[config.mk]
export PLATFORM = sky130hd
export DESIGN_NAME = mux_lut_selfcheck
export DESIGN_NICKNAME = d
export VERILOG_FILES = /design/src/rtl/mux_lut_selfcheck.sv
export SDC_FILE = /design/constraint.sdc
export NUM_CORES = 1
export LEC_CHECK = 0
export ABC_AREA = 1
export BUFFER_PORTS_ARGS = -buffer_cell sky130_fd_sc_hd__buf_2
export CORE_MARGIN = 1
export CORE_UTILIZATION = 50
export CTS_CLUSTER_DIAMETER = 100
export DETAILED_ROUTE_END_ITERATION = 10
export PLACE_DENSITY = 0.76
export SYNTH_ARGS = -nofsm -noshare
export SYNTH_HDL_FRONTEND = slang
export SYNTH_SLANG_ARGS = --single-unit
[constraint.sdc]
create_clock -name clk -period 2.8 [get_ports clk]
set_input_delay 0.14 -clock clk [delete_from_list [all_inputs] [get_ports clk]]
set_output_delay 0.14 -clock clk [all_outputs]
set_load 0.01 [all_outputs]
[src/rtl/mux_lut_selfcheck.sv]
// 2**N-entry lookup table with a registered functional read path and a
// self-check sweep that compares every entry against a golden reduce function.
// Optional feature: define MUX_LUT_SELFCHECK_FAIL_IDX_EN to add the fail_idx output.
module mux_lut_selfcheck #(
  parameter int N = 2
) (
  input  logic            clk,
  input  logic            rst,
  input  logic            cfg_vld,
  input  logic [2**N-1:0] cfg_tbl,
  output logic            cfg_rdy,
  input  logic [1:0]      op,
  input  logic            start,
  input  logic [N-1:0]    lut_in,
  output logic            lut_out,
  output logic            busy,
  output logic            done,
  output logic            fail
`ifdef MUX_LUT_SELFCHECK_FAIL_IDX_EN
  ,
  output logic [N-1:0]    fail_idx
`endif
);

  typedef enum logic [1:0] {
    IDLE,
    SWEEP,
    REPORT
  } state_t;

  localparam logic [N-1:0] IDX_MAX = {N{1'b1}};

  // Pure 2:1 mux tree: level k halves the candidate set using select bit k.
  function automatic logic mux_tree(input logic [2**N-1:0] tbl, input logic [N-1:0] sel);
    logic [2**N-1:0] lvl;
    lvl = tbl;
    for (int k = 0; k < N; k++) begin
      for (int j = 0; j < ((2**N) >> (k + 1)); j++) begin
        lvl[j] = sel[k] ? lvl[2*j+1] : lvl[2*j];
      end
    end
    return lvl[0];
  endfunction

  function automatic logic golden(input logic [1:0] f, input logic [N-1:0] v);
    logic g;
    case (f)
      2'd0:    g = ~v[0];
      2'd1:    g = &v;
      2'd2:    g = |v;
      2'd3:    g = ^v;
      default: g = 1'b0;
    endcase
    return g;
  endfunction

  state_t         state_r;
  logic [2**N-1:0] tbl_r;
  logic [N-1:0]   idx_r;
  logic [1:0]     op_r;
  logic           cfg_rdy_r;
  logic           busy_r;
  logic           done_r;
  logic           fail_r;
  logic           lut_out_r;
  logic           load_s;
  logic           miss_s;
`ifdef MUX_LUT_SELFCHECK_FAIL_IDX_EN
  logic [N-1:0]   fail_idx_r;
`endif

  assign load_s = cfg_vld & cfg_rdy_r;
  assign miss_s = mux_tree(tbl_r, idx_r) != golden(op_r, idx_r);

  // Truth-table register: loads only when the handshake completes
  always_ff @(posedge clk) begin
    if (rst) begin
      tbl_r <= {(2**N){1'b0}};
    end else if (load_s) begin
      tbl_r <= cfg_tbl;
    end else begin
      tbl_r <= tbl_r;
    end
  end

  // Functional read path, live in every state
  always_ff @(posedge clk) begin
    if (rst) begin
      lut_out_r <= 1'b0;
    end else begin
      lut_out_r <= mux_tree(tbl_r, lut_in);
    end
  end

  // Sweep controller with registered status outputs
  always_ff @(posedge clk) begin
    if (rst) begin
      state_r    <= IDLE;
      idx_r      <= {N{1'b0}};
      op_r       <= 2'd0;
      cfg_rdy_r  <= 1'b1;
      busy_r     <= 1'b0;
      done_r     <= 1'b0;
      fail_r     <= 1'b0;
`ifdef MUX_LUT_SELFCHECK_FAIL_IDX_EN
      fail_idx_r <= {N{1'b0}};
`endif
    end else begin
      case (state_r)
        IDLE: begin
          done_r <= 1'b0;
          if (start) begin
            state_r    <= SWEEP;
            op_r       <= op;
            idx_r      <= {N{1'b0}};
            fail_r     <= 1'b0;
            busy_r     <= 1'b1;
            cfg_rdy_r  <= 1'b0;
`ifdef MUX_LUT_SELFCHECK_FAIL_IDX_EN
            fail_idx_r <= {N{1'b0}};
`endif
          end else begin
            busy_r    <= 1'b0;
            cfg_rdy_r <= 1'b1;
          end
        end
        SWEEP: begin
          if (miss_s) begin
            fail_r <= 1'b1;
`ifdef MUX_LUT_SELFCHECK_FAIL_IDX_EN
            // Only the first mismatch of the sweep is recorded
            if (!fail_r) begin
              fail_idx_r <= idx_r;
            end else begin
              fail_idx_r <= fail_idx_r;
            end
`endif
          end else begin
            fail_r <= fail_r;
          end
          if (idx_r == IDX_MAX) begin
            state_r <= REPORT;
            idx_r   <= {N{1'b0}};
            busy_r  <= 1'b0;
            done_r  <= 1'b1;
          end else begin
            idx_r   <= idx_r + N'(1'b1);
          end
        end
        REPORT: begin
          state_r   <= IDLE;
          done_r    <= 1'b0;
          cfg_rdy_r <= 1'b1;
        end
        default: begin
          state_r   <= IDLE;
          idx_r     <= {N{1'b0}};
          busy_r    <= 1'b0;
          done_r    <= 1'b0;
          cfg_rdy_r <= 1'b1;
        end
      endcase
    end
  end

  assign cfg_rdy  = cfg_rdy_r;
  assign lut_out  = lut_out_r;
  assign busy     = busy_r;
  assign done     = done_r;
  assign fail     = fail_r;
`ifdef MUX_LUT_SELFCHECK_FAIL_IDX_EN
  assign fail_idx = fail_idx_r;
`endif

endmodule

# Word-level counts from Yosys, hierarchy flattened
# Cells that the tools add are included.
# op_classes
addsub,1
mul,0
n_div,0
n_lt_le_gt_ge,0
n_eq_ne,10
shift,0
mux,21
bitwise_logic,4
reduce_logical,12
# ops
cell,count
2-to-1 mux 1 bit,11
AND reduction 2 bit,5
== test 2 bit (second input constant),4
2-to-1 mux 2 bit,4
!= test 2 bit (second input constant),3
one-hot mux 2 bit (3 select lines),1
== test 2 x 1 -> 1 bit (second input constant),2
logical NOT 2 bit,2
one-hot mux 1 bit (2 select lines),2
one-hot mux 1 bit (4 select lines),1
one-hot mux 2 bit (2 select lines),1
OR reduction 2 bit,2
inverter 1 bit,3
one-hot mux 1 bit (3 select lines),1
AND reduction 3 bit,1
adder 2 x 1 -> 2 bit (second input constant),1
nonzero test 2 bit,1
XOR reduction 2 bit,1
AND 1 bit,1
!= test 1 bit,1
# word_totals
ff_bits,15
latch_bits,0
ram_bits,0
rom_bits,0
in_bits,12
out_inout_bits,5
word_cells,57
mem_count,0

# Logic depth before layout (Yosys ltp)
# Gate-level depths: netlist (run 1).
# logic_depth
ltp_word,5
ltp_mapped,9
ltp_nobuf,9

# Worst setup path before layout (run 1)
# No wires, ideal clock.
# synth_timing
path_type,register to register
from,reg idx_r[0]
to,reg fail_r (netlist: fail)
setup_ns,0.113
arrival_ns,1.079
required_time_ns,2.687
setup_slack_ns,1.608
stages_incl_launch_ff,9
path_buffers,0
synth_period_minus_slack_ns,1.192
path_cell_list,dfxtp_1 > inv_2 > ha_1 > nand2_1 > nand3_1 > nand2_1 > nand2_1 > nand3_1 > nand2_1
# synth_between
elab_chain_cells,5
word_cells_on_any_way,11
classes_between,2 x eq/ne; 4 x mux; 1 x bitwise; 4 x reduce/logical
# synth_lines
item,line_no,rtl
"start, declared",59,logic [N-1:0] idx_r;
"start signal, assigned",99,idx_r <= {N{1'b0}};
"start signal, assigned",115,idx_r <= {N{1'b0}};
"start signal, assigned",143,idx_r <= {N{1'b0}};
"XOR reduction 2 bit, or another cell as far along",51,2'd3: g = ^v;
one-hot mux 1 bit (4 select lines) or 2-to-1 mux 1 bit (tied branches),"47, 39",
!= test 1 bit (*),73,"assign miss_s = mux_tree(tbl_r, idx_r) != golden(op_r, idx_r);"
!= test 2 bit (no source line) (*),-,
AND reduction 3 bit (no source line) (*),-,
"end signal, assigned",139,fail_r <= fail_r;
"end, declared",64,logic fail_r;
# Every way passes the cells marked *; elsewhere a longest branch is shown, timed or not.
# A chain may end at the register's enable or synchronous reset.

# Worst setup path in the final report (run 1)
# Ends and elaborated chain as after synthesis.

==> results of run 1 <==
==> how the worst max path moves through the flow <==
stage,to,slack [ns],depth (start not counted)
6_report,fail,1.49,9
5_1_grt,fail,1.38,8
4_1_cts,fail,1.48,9
3_5_place_dp,fail,1.49,9
3_3_place_gp,fail,1.52,8
2_1_floorplan,fail,1.61,8
==> sequential cells by signal, summed over array words and instances, names as in the netlist <==
register  cells
fail          1
cfg_rdy       1
tbl_r         4
busy          1
lut_out       1
op_r          2
idx_r         2
done          1
state_r       2
==> metrics by stage <==
stage          setup WS [ns]  util [%]
4_1_cts                 1.48      63.6
2_1_floorplan           1.61         -
3_5_place_dp            1.49      61.5
6_report                1.49      63.6
3_3_place_gp            1.52      61.5
5_1_grt                 1.38      63.6
==> cells in the final DEF (no fill, tap or decap), drive strengths merged <==
cell type	synthesis	routed
nand2	33	33
inv	13	13
dfxtp	15	15
a21oi	11	11
a31oi	1	1
o21ai	9	9
buf	0	16
nand3	10	10
nor2	8	8
clkbuf	0	4
ha	2	2
==> metal layers <==
metal  global-route usage, %  vias to the layer above  part of all wire [%]
met1                    33.3                      291                    52
met2                    29.1                        8                    46
li1                        -                      372                     -
met3                    3.41                        2                   1.7
met4                    12.9                        0                   1.0
met5                       0                        -                     0
==> power by group <==
group / internal (mW) / leakage, nW / switching [mW]
clock: 0.0553 / 0.0150 / 0.0707
sequential: 0.228 / 0.124 / 0.0116
combinational: 0.0316 / 0.270 / 0.0472
total: 0.315 / 0.409 / 0.129
==> area by class of cell <==
class / count / area, um^2 / area share (%)
Inverter: 13 / 48.8 / 5.90
Timing Repair Buffer: 16 / 80.1 / 9.68
Clock buffer: 4 / 26.3 / 3.18
Sequential cell: 15 / 300 / 36.3
Multi-Input combinational cell: 74 / 353 / 42.7
Tap cell: 15 / 18.8 / 2.27
==> synthesized netlist by cell type <==
master / n / share of area, %
nand2_2: 5 / 4.5
inv_1: 9 / 4.8
nor2_2: 2 / 1.8
inv_2: 4 / 2.1
dfxtp_1: 15 / 43
nand2_1: 28 / 15
ha_1: 2 / 3.6
o21ai_0: 9 / 6.4
a31oi_1: 1 / 0.89
nor2_1: 6 / 3.2
nand3_1: 10 / 7.1
a21oi_1: 11 / 7.8
==> cell families after synthesis <==
kind of cell / after synthesis
fa+ha+maj: 2
simple gates: 51
flops: 15
compound gates: 21
buf+inv: 13
==> impl_metrics.toml, run 1 <==
[worst_setup_path]
crit_type = "reg -> reg"
cp_slowest_cell = "dfxtp_1"
end_kind = "register"
cpPeakStageDelay_ns = 0.42
r2r_setup_slack_ns = 1.49
reg2reg_to = "fail"
critPathBufInv = 2
start_kind = "register"
crit_chain = "inv_2 -> ha_1 -> inv_1 -> nand2_1 -> nand3_1 -> nand2_1 -> nand2_1 -> nand3_1 -> nand2_1"
timing.critical_path.required_ns = 3.03
cp-startpoint = "idx_r[0]"
reg2reg_depth = 9
cp_top_family = "flip-flops"
cp_max_fo = 6
arrival_ns = 1.55
crit_path_frequent_cell = "nand2_1"
r2r_start = "idx_r[0]"

[placed_design]
portBuffers = 16
hpwl_um = 1080
place_area_um2 = 801
dp_cells = 133
routabilityCongestion = 0.753

[floorplan]
num_io_pins = 17
die-area_um2 = 1560
start_util_pct = 53.9
rows = 13
core_region_area_um2 = 1300
fp.dieW_um = 39.5
die_h_um = 39.5

[sta]
fin_hold_ws_ns = 0.0722
tightest_slew_ns = 0.184
relSlewSlack_pct = 87.7
clock.fmax_ghz = 0.762
fin_crit_sh_pct = 46.9
timing_hold_violations_final = 0
finalMaxSlewViolations = 0
setup_viol = 0
layout_min_cycle_time_ns = 1.31
finalSetupTns_ns = 0
fin_skew_ns = 0.00111
rsz0062_at_grt = "false"

[clock_network]
cts.sinks = 15
clock_path_buffers = 2
root_buffer = "clkbuf_4"
cts_hold_buffers = 0
tritoncts = "done"
htreeDepth = 1
path_clk_slew_ns = 0.09
cts_resized = 0
cts_buffers = 3
clock_latency_ns = 0.28
post_cts_buffers = 0

[status]
status = "finished clean"

[worst_hold_path]
hold_depth = 2
min_to = "tbl_r[0]"
hold_path_class = "in -> reg"
hold_path.startpoint = "rst"

[route]
wl_um = 1380
wl_per_cell_um = 10.1
first_pass_iters = 4
drc = 0
postRouteAntennaNets = 0
drtIter0Drc = 8
viasPerCell = 4.91
num_vias = 673

[synthesis]
yosys.area_share.xor_xnor_pct = 0
avgSynthCellArea_um2 = 6.88
synth_compound_gate_area_share_pct = 15.2
netlist_area_um2 = 702
ys_seq_area_share_pct = 42.8
synth.area.mux_share_pct = 0
synthAdderAreaFrac_pct = 3.57
synth_cell_types = 12
ys_ff_latch = 15
synth_nets = 116
synthCells = 102
synth_top_family_by_area = "simple AND/OR/NAND/NOR gates"
synthSimpleGateAreaFrac_pct = 31.6
yosys_warnings = 0

[finish]
antenna_cells = 0
fillCellCount = 134
finalNetCount = 137
area_growth_pct = 17.8
fin_area_um2 = 827
drive_above_1_share_pct = 24.6
final_cells = 137

[power_and_ir_drop]
irDropWorstVdd_mv = 0.322
p_per_area_nw_per_um2 = 537
p_leak_nw = 0.409
p_total_mw = 0.445

[grt]
track_usage_pct = 22.3
grt_overflow_total = 0
grt_start_max_net_pins = 11
grt_pass1_vias = 552
grt_pass1_wl_um = 2290
antenna_found_initial = 0

[job]
drv_cap = 0
(Power assumes the default switching activity.)
==> run 2: changes to the inputs <==
clock period = 1.34 ns   (was 2.8 ns; I/O delays follow)
==> impl_metrics.toml, run 2 (synthesis gave the netlist of run 1 again) <==
[status]
status = "finished clean"

[route]
drc = 0
viasPerCell = 5.04
wl_per_cell_um = 10.1
wl_um = 1400
num_vias = 696
first_pass_iters = 4
postRouteAntennaNets = 0
drtIter0Drc = 20

[worst_setup_path]
cp_max_fo = 5
reg2reg_to = "fail"
cpPeakStageDelay_ns = 0.37
crit_type = "reg -> reg"
crit_path_frequent_cell = "nand2_1"
crit_chain = "inv_1 -> ha_1 -> inv_1 -> nand2_1 -> nand3_1 -> nand2_1 -> nand2_1 -> nand3_1 -> nand2_1"
cp_slowest_cell = "dfxtp_2"
timing.critical_path.required_ns = 1.53
cp-startpoint = "idx_r[1]"
reg2reg_depth = 9
start_kind = "register"
r2r_setup_slack_ns = 0.13
r2r_start = "idx_r[1]"
crit_end = "fail"
end_kind = "register"
arrival_ns = 1.39

[power_and_ir_drop]
p_seq_share_pct = 54.0
clockPowerShare_pct = 28.0
p_int_mw = 0.663
p_comb_share_pct = 18.1
p_leak_nw = 0.414
p_switching_mw = 0.269
swShare_pct = 28.9
p_per_area_nw_per_um2 = 1110
irDropWorstVdd_mv = 0.809

[floorplan]
start_util_pct = 53.9
die_h_um = 39.5
core_region_area_um2 = 1300
num_io_pins = 17
die-area_um2 = 1560
rows = 13
fp.dieW_um = 39.5

[placed_design]
portBuffers = 16
routabilityCongestion = 0.727
dp_cells = 134
hpwl_um = 1090

[sta]
timing_hold_violations_final = 0
relSlewSlack_pct = 88.0
setup_viol = 0
fin_crit_sh_pct = 90.0
fin_skew_ns = 0.00188
rsz0062_at_grt = "false"
tightest_slew_ns = 0.179
layout_min_cycle_time_ns = 1.21
clock.fmax_ghz = 0.829
finalSetupTns_ns = 0
finalMaxSlewViolations = 0

[grt]
grt_pass1_wl_um = 2260
antenna_found_initial = 0
grt_overflow_total = 0
grt_start_max_net_pins = 11
track_usage_pct = 22.0
grt_pass1_vias = 541

[clock_network]
cts_buffers = 3
clock_latency_ns = 0.28
clock_path_buffers = 2
root_buffer = "clkbuf_4"
tritoncts = "done"
htreeDepth = 1
path_clk_slew_ns = 0.09
cts.sinks = 15

[finish]
drive_above_1_share_pct = 26.8
finalNetCount = 138
final_cell_mix = "nand2_1, buf_2, dfxtp_1"
final_cells = 138
antenna_cells = 0
largest_register = "tbl_r"
largest_reg_flops = 4
final_common_cell = "nand2_1"
area_growth_pct = 19.3

[job]
drv_cap = 0

[worst_hold_path]
hold_path_class = "in -> reg"
-- run 2: cell count changes in the layout (fill, tap and decap cells not counted) --
cell	change
dfxtp_1	-2
dfxtp_2	+2
buf_4	+1
-- run 2: power by group through the flow --
stage	combinational [mW]	clock (mW)	sequential, mW
finish	0.168	0.261	0.503
global route	0.198	0.280	0.507
CTS	0.170	0.268	0.502
detailed placement	0.168	0	0.513
global placement	0.166	0	0.512
floorplan	0.110	0	0.512
-- run 2: per-layer routing --
layer,vias up,track usage (%),share of wire (%)
li1,374,-,-
met1,302,30.7,50
met2,16,31.1,44
met3,4,5.11,4.4
met4,0,10.3,1.8
met5,-,0,0
-- run 2: cell type report --
class	instances	area, um^2
Tap cell	15	18.8
Multi-Input combinational cell	74	353
Fill cell	131	464
Inverter	13	48.8
Clock buffer	4	26.3
Timing Repair Buffer	17	87.6
Sequential cell	15	303
-- run 2: what timing repair did --
item / in CTS / in global routing
endpoints found under the setup margin: 0 / 1
setup buffers: 0 / 0
hold buffers: 0 / 0
gates resized for setup: 0 / 2
-- run 2: critical path: cells and delay by family (launching register included) --
kind / cells / cell delay [ns]
fa+ha+maj: 1 / 0.29
flops: 1 / 0.37
simple gates: 6 / 0.32
buf+inv: 2 / 0.13
-- run 2: stage by stage --
| step | worst slack (ns) | total power [mW] | instance area (um^2) | util [%] | hold WS (ns) |
|---|---|---|---|---|---|
| 6_report | 0.134 | 0.932 | 837 | 64.3 | 0.00996 |
| 5_1_grt | 0.00951 | 0.985 | 837 | 64.3 | 0.00699 |
| 4_1_cts | 0.0595 | 0.940 | 835 | 64.1 | 0.00785 |
| 3_5_place_dp | 0.0668 | 0.681 | 808 | 62.1 | 0.315 |
| 3_3_place_gp | 0.0930 | 0.678 | 808 | 62.1 | 0.309 |
| 2_1_floorplan | 0.148 | 0.622 | 702 | - | 0.136 |
-- run 2: worst min path at each step --
stage / start / endpoint / cells past startpoint
after CTS: rst / lut_out / 2
after detailed placement: rst / lut_out / 2
after floorplan: rst / busy / 1
after global routing: rst / busy / 2
after global placement: rst / lut_out / 2
final: rst / tbl_r[0] / 2
==> run 3: changes to the inputs <==
PLACE_DENSITY = 0.86   (was 0.76)
==> impl_metrics.toml, run 3 (synthesis gave the netlist of run 1 again) <==
[finish]
finalNetCount = 139
area_growth_pct = 21.2
regArea_um2 = 305
fillCellCount = 114
drive_above_1_share_pct = 27.4
multiInputGateArea_um2 = 353
largest_reg_flops = 4
final_util_pct = 65.4
largest_register = "tbl_r"
antenna_cells = 0
final_common_cell = "nand2_1"
final_cell_mix = "nand2_1, buf_2, dfxtp_1"

[grt]
grt_overflow_total = 0
antenna_found_initial = 0
grt_pass1_vias = 563
grt_pass1_wl_um = 2250
grt_start_max_net_pins = 11
track_usage_pct = 22.4

[power_and_ir_drop]
p_leak_nw = 0.421
p_switching_mw = 0.277
p_total_mw = 0.936
irDropWorstVdd_mv = 0.793
p_comb_share_pct = 18.2
swShare_pct = 29.6
p_per_area_nw_per_um2 = 1100
p_int_mw = 0.659
clockPowerShare_pct = 28.1
p_seq_share_pct = 53.7

[worst_setup_path]
timing.critical_path.required_ns = 1.54
crit_path_frequent_cell = "nand2_1"
cp_max_fo = 5
arrival_ns = 1.41
cpPeakStageDelay_ns = 0.38
start_kind = "register"
crit_chain = "inv_1 -> ha_1 -> inv_1 -> nand2_1 -> nand3_1 -> nand2_1 -> nand2_1 -> nand3_1 -> nand2_1"
r2r_start = "idx_r[1]"
end_kind = "register"
r2r_setup_slack_ns = 0.13
cp_slowest_cell = "dfxtp_4"
reg2reg_to = "fail"
reg2reg_depth = 9
crit_type = "reg -> reg"

[job]
drv_cap = 0

[status]
status = "finished clean"

[route]
drc = 0
drtIter0Drc = 10
viasPerCell = 5.04
wl_per_cell_um = 10.2
wl_um = 1420
num_vias = 700
first_pass_iters = 4
postRouteAntennaNets = 0

[floorplan]
rows = 13
die-area_um2 = 1560
fp.dieW_um = 39.5
core_region_area_um2 = 1300
num_io_pins = 17
die_h_um = 39.5
start_util_pct = 53.9

[sta]
tightest_slew_ns = 0.187
finalMaxSlewViolations = 0
fin_hold_ws_ns = 0.0241
clock.fmax_ghz = 0.828
timing_hold_violations_final = 0
fin_skew_ns = 0.00737
rsz0062_at_grt = "false"
layout_min_cycle_time_ns = 1.21
fin_crit_sh_pct = 90.2
finalSetupTns_ns = 0
relSlewSlack_pct = 87.5
setup_viol = 0

[clock_network]
clock_path_buffers = 2
cts.sinks = 15
post_cts_buffers = 0
root_buffer = "clkbuf_4"
path_clk_slew_ns = 0.09
clock_latency_ns = 0.29
cts_buffers = 3
htreeDepth = 1
tritoncts = "done"

[worst_hold_path]
hold_path_class = "in -> reg"
hold_depth = 3
hold_path.startpoint = "cfg_tbl[0]"
min_to = "tbl_r[0]"

[placed_design]
hpwl_um = 1120
routabilityCongestion = 0.726
portBuffers = 16
[run 3: what timing repair did]
| item | CTS | global route |
|---|---|---|
| gates resized for setup | 0 | 3 |
| hold buffers | 1 | 0 |
| endpoints found under the hold margin | 4 | 0 |
| endpoints found under the setup margin | 0 | 1 |
[run 3: area by class of cell]
type                            instances  share of cell area (%)
Tap cell                               15                    2.21
Multi-Input combinational cell         74                    41.5
Timing Repair Buffer                   18                    11.5
Sequential cell                        15                    35.9
Inverter                               13                    5.74
Clock inverter                          1                   0.588
Clock buffer                            3                    2.65
[run 3: routing by layer]
layer	GRT usage, %	share of wire, %	up-vias
met2	32.4	47	12
met4	19.0	3.9	0
met5	0	0	-
met1	27.3	46	301
li1	-	-	380
met3	5.68	2.5	7
[run 3: worst max-delay path by stage]
stage,end,start,cells after the start,slack (ns)
CTS,fail,idx_r[1],9,0.06
global placement,fail,idx_r[1],9,0.10
global route,fail,idx_r[1],9,0.009
floorplan,fail,idx_r[0],8,0.15
detailed placement,fail,idx_r[1],9,0.07
finish,fail,idx_r[1],9,0.13
[run 3: critical path: cells and delay by family (launching register included)]
kind	cells	cell delay, ns
DFF	1	0.38
buffers and inverters	2	0.13
and+or+nand+nor	6	0.33
adders and majority gates	1	0.29
[run 3: per-stage QoR]
stage | setup slack (ns) | instance area, um^2 | cells
floorplan | 0.148 | 702 | 102
global placement | 0.100 | 808 | 134
detailed placement | 0.0736 | 808 | 134
CTS | 0.0579 | 846 | 139
global route | 0.00852 | 851 | 139
finish | 0.132 | 851 | 139
[run 3: power by group through the flow]
stage                     logic (mW)  registers, mW  clock network, mW
final                          0.170          0.502              0.263
after global routing           0.197          0.507              0.286
after CTS                      0.171          0.503              0.274
after detailed placement       0.168          0.513                  0
after global placement         0.164          0.512                  0
after floorplan                0.110          0.512                  0
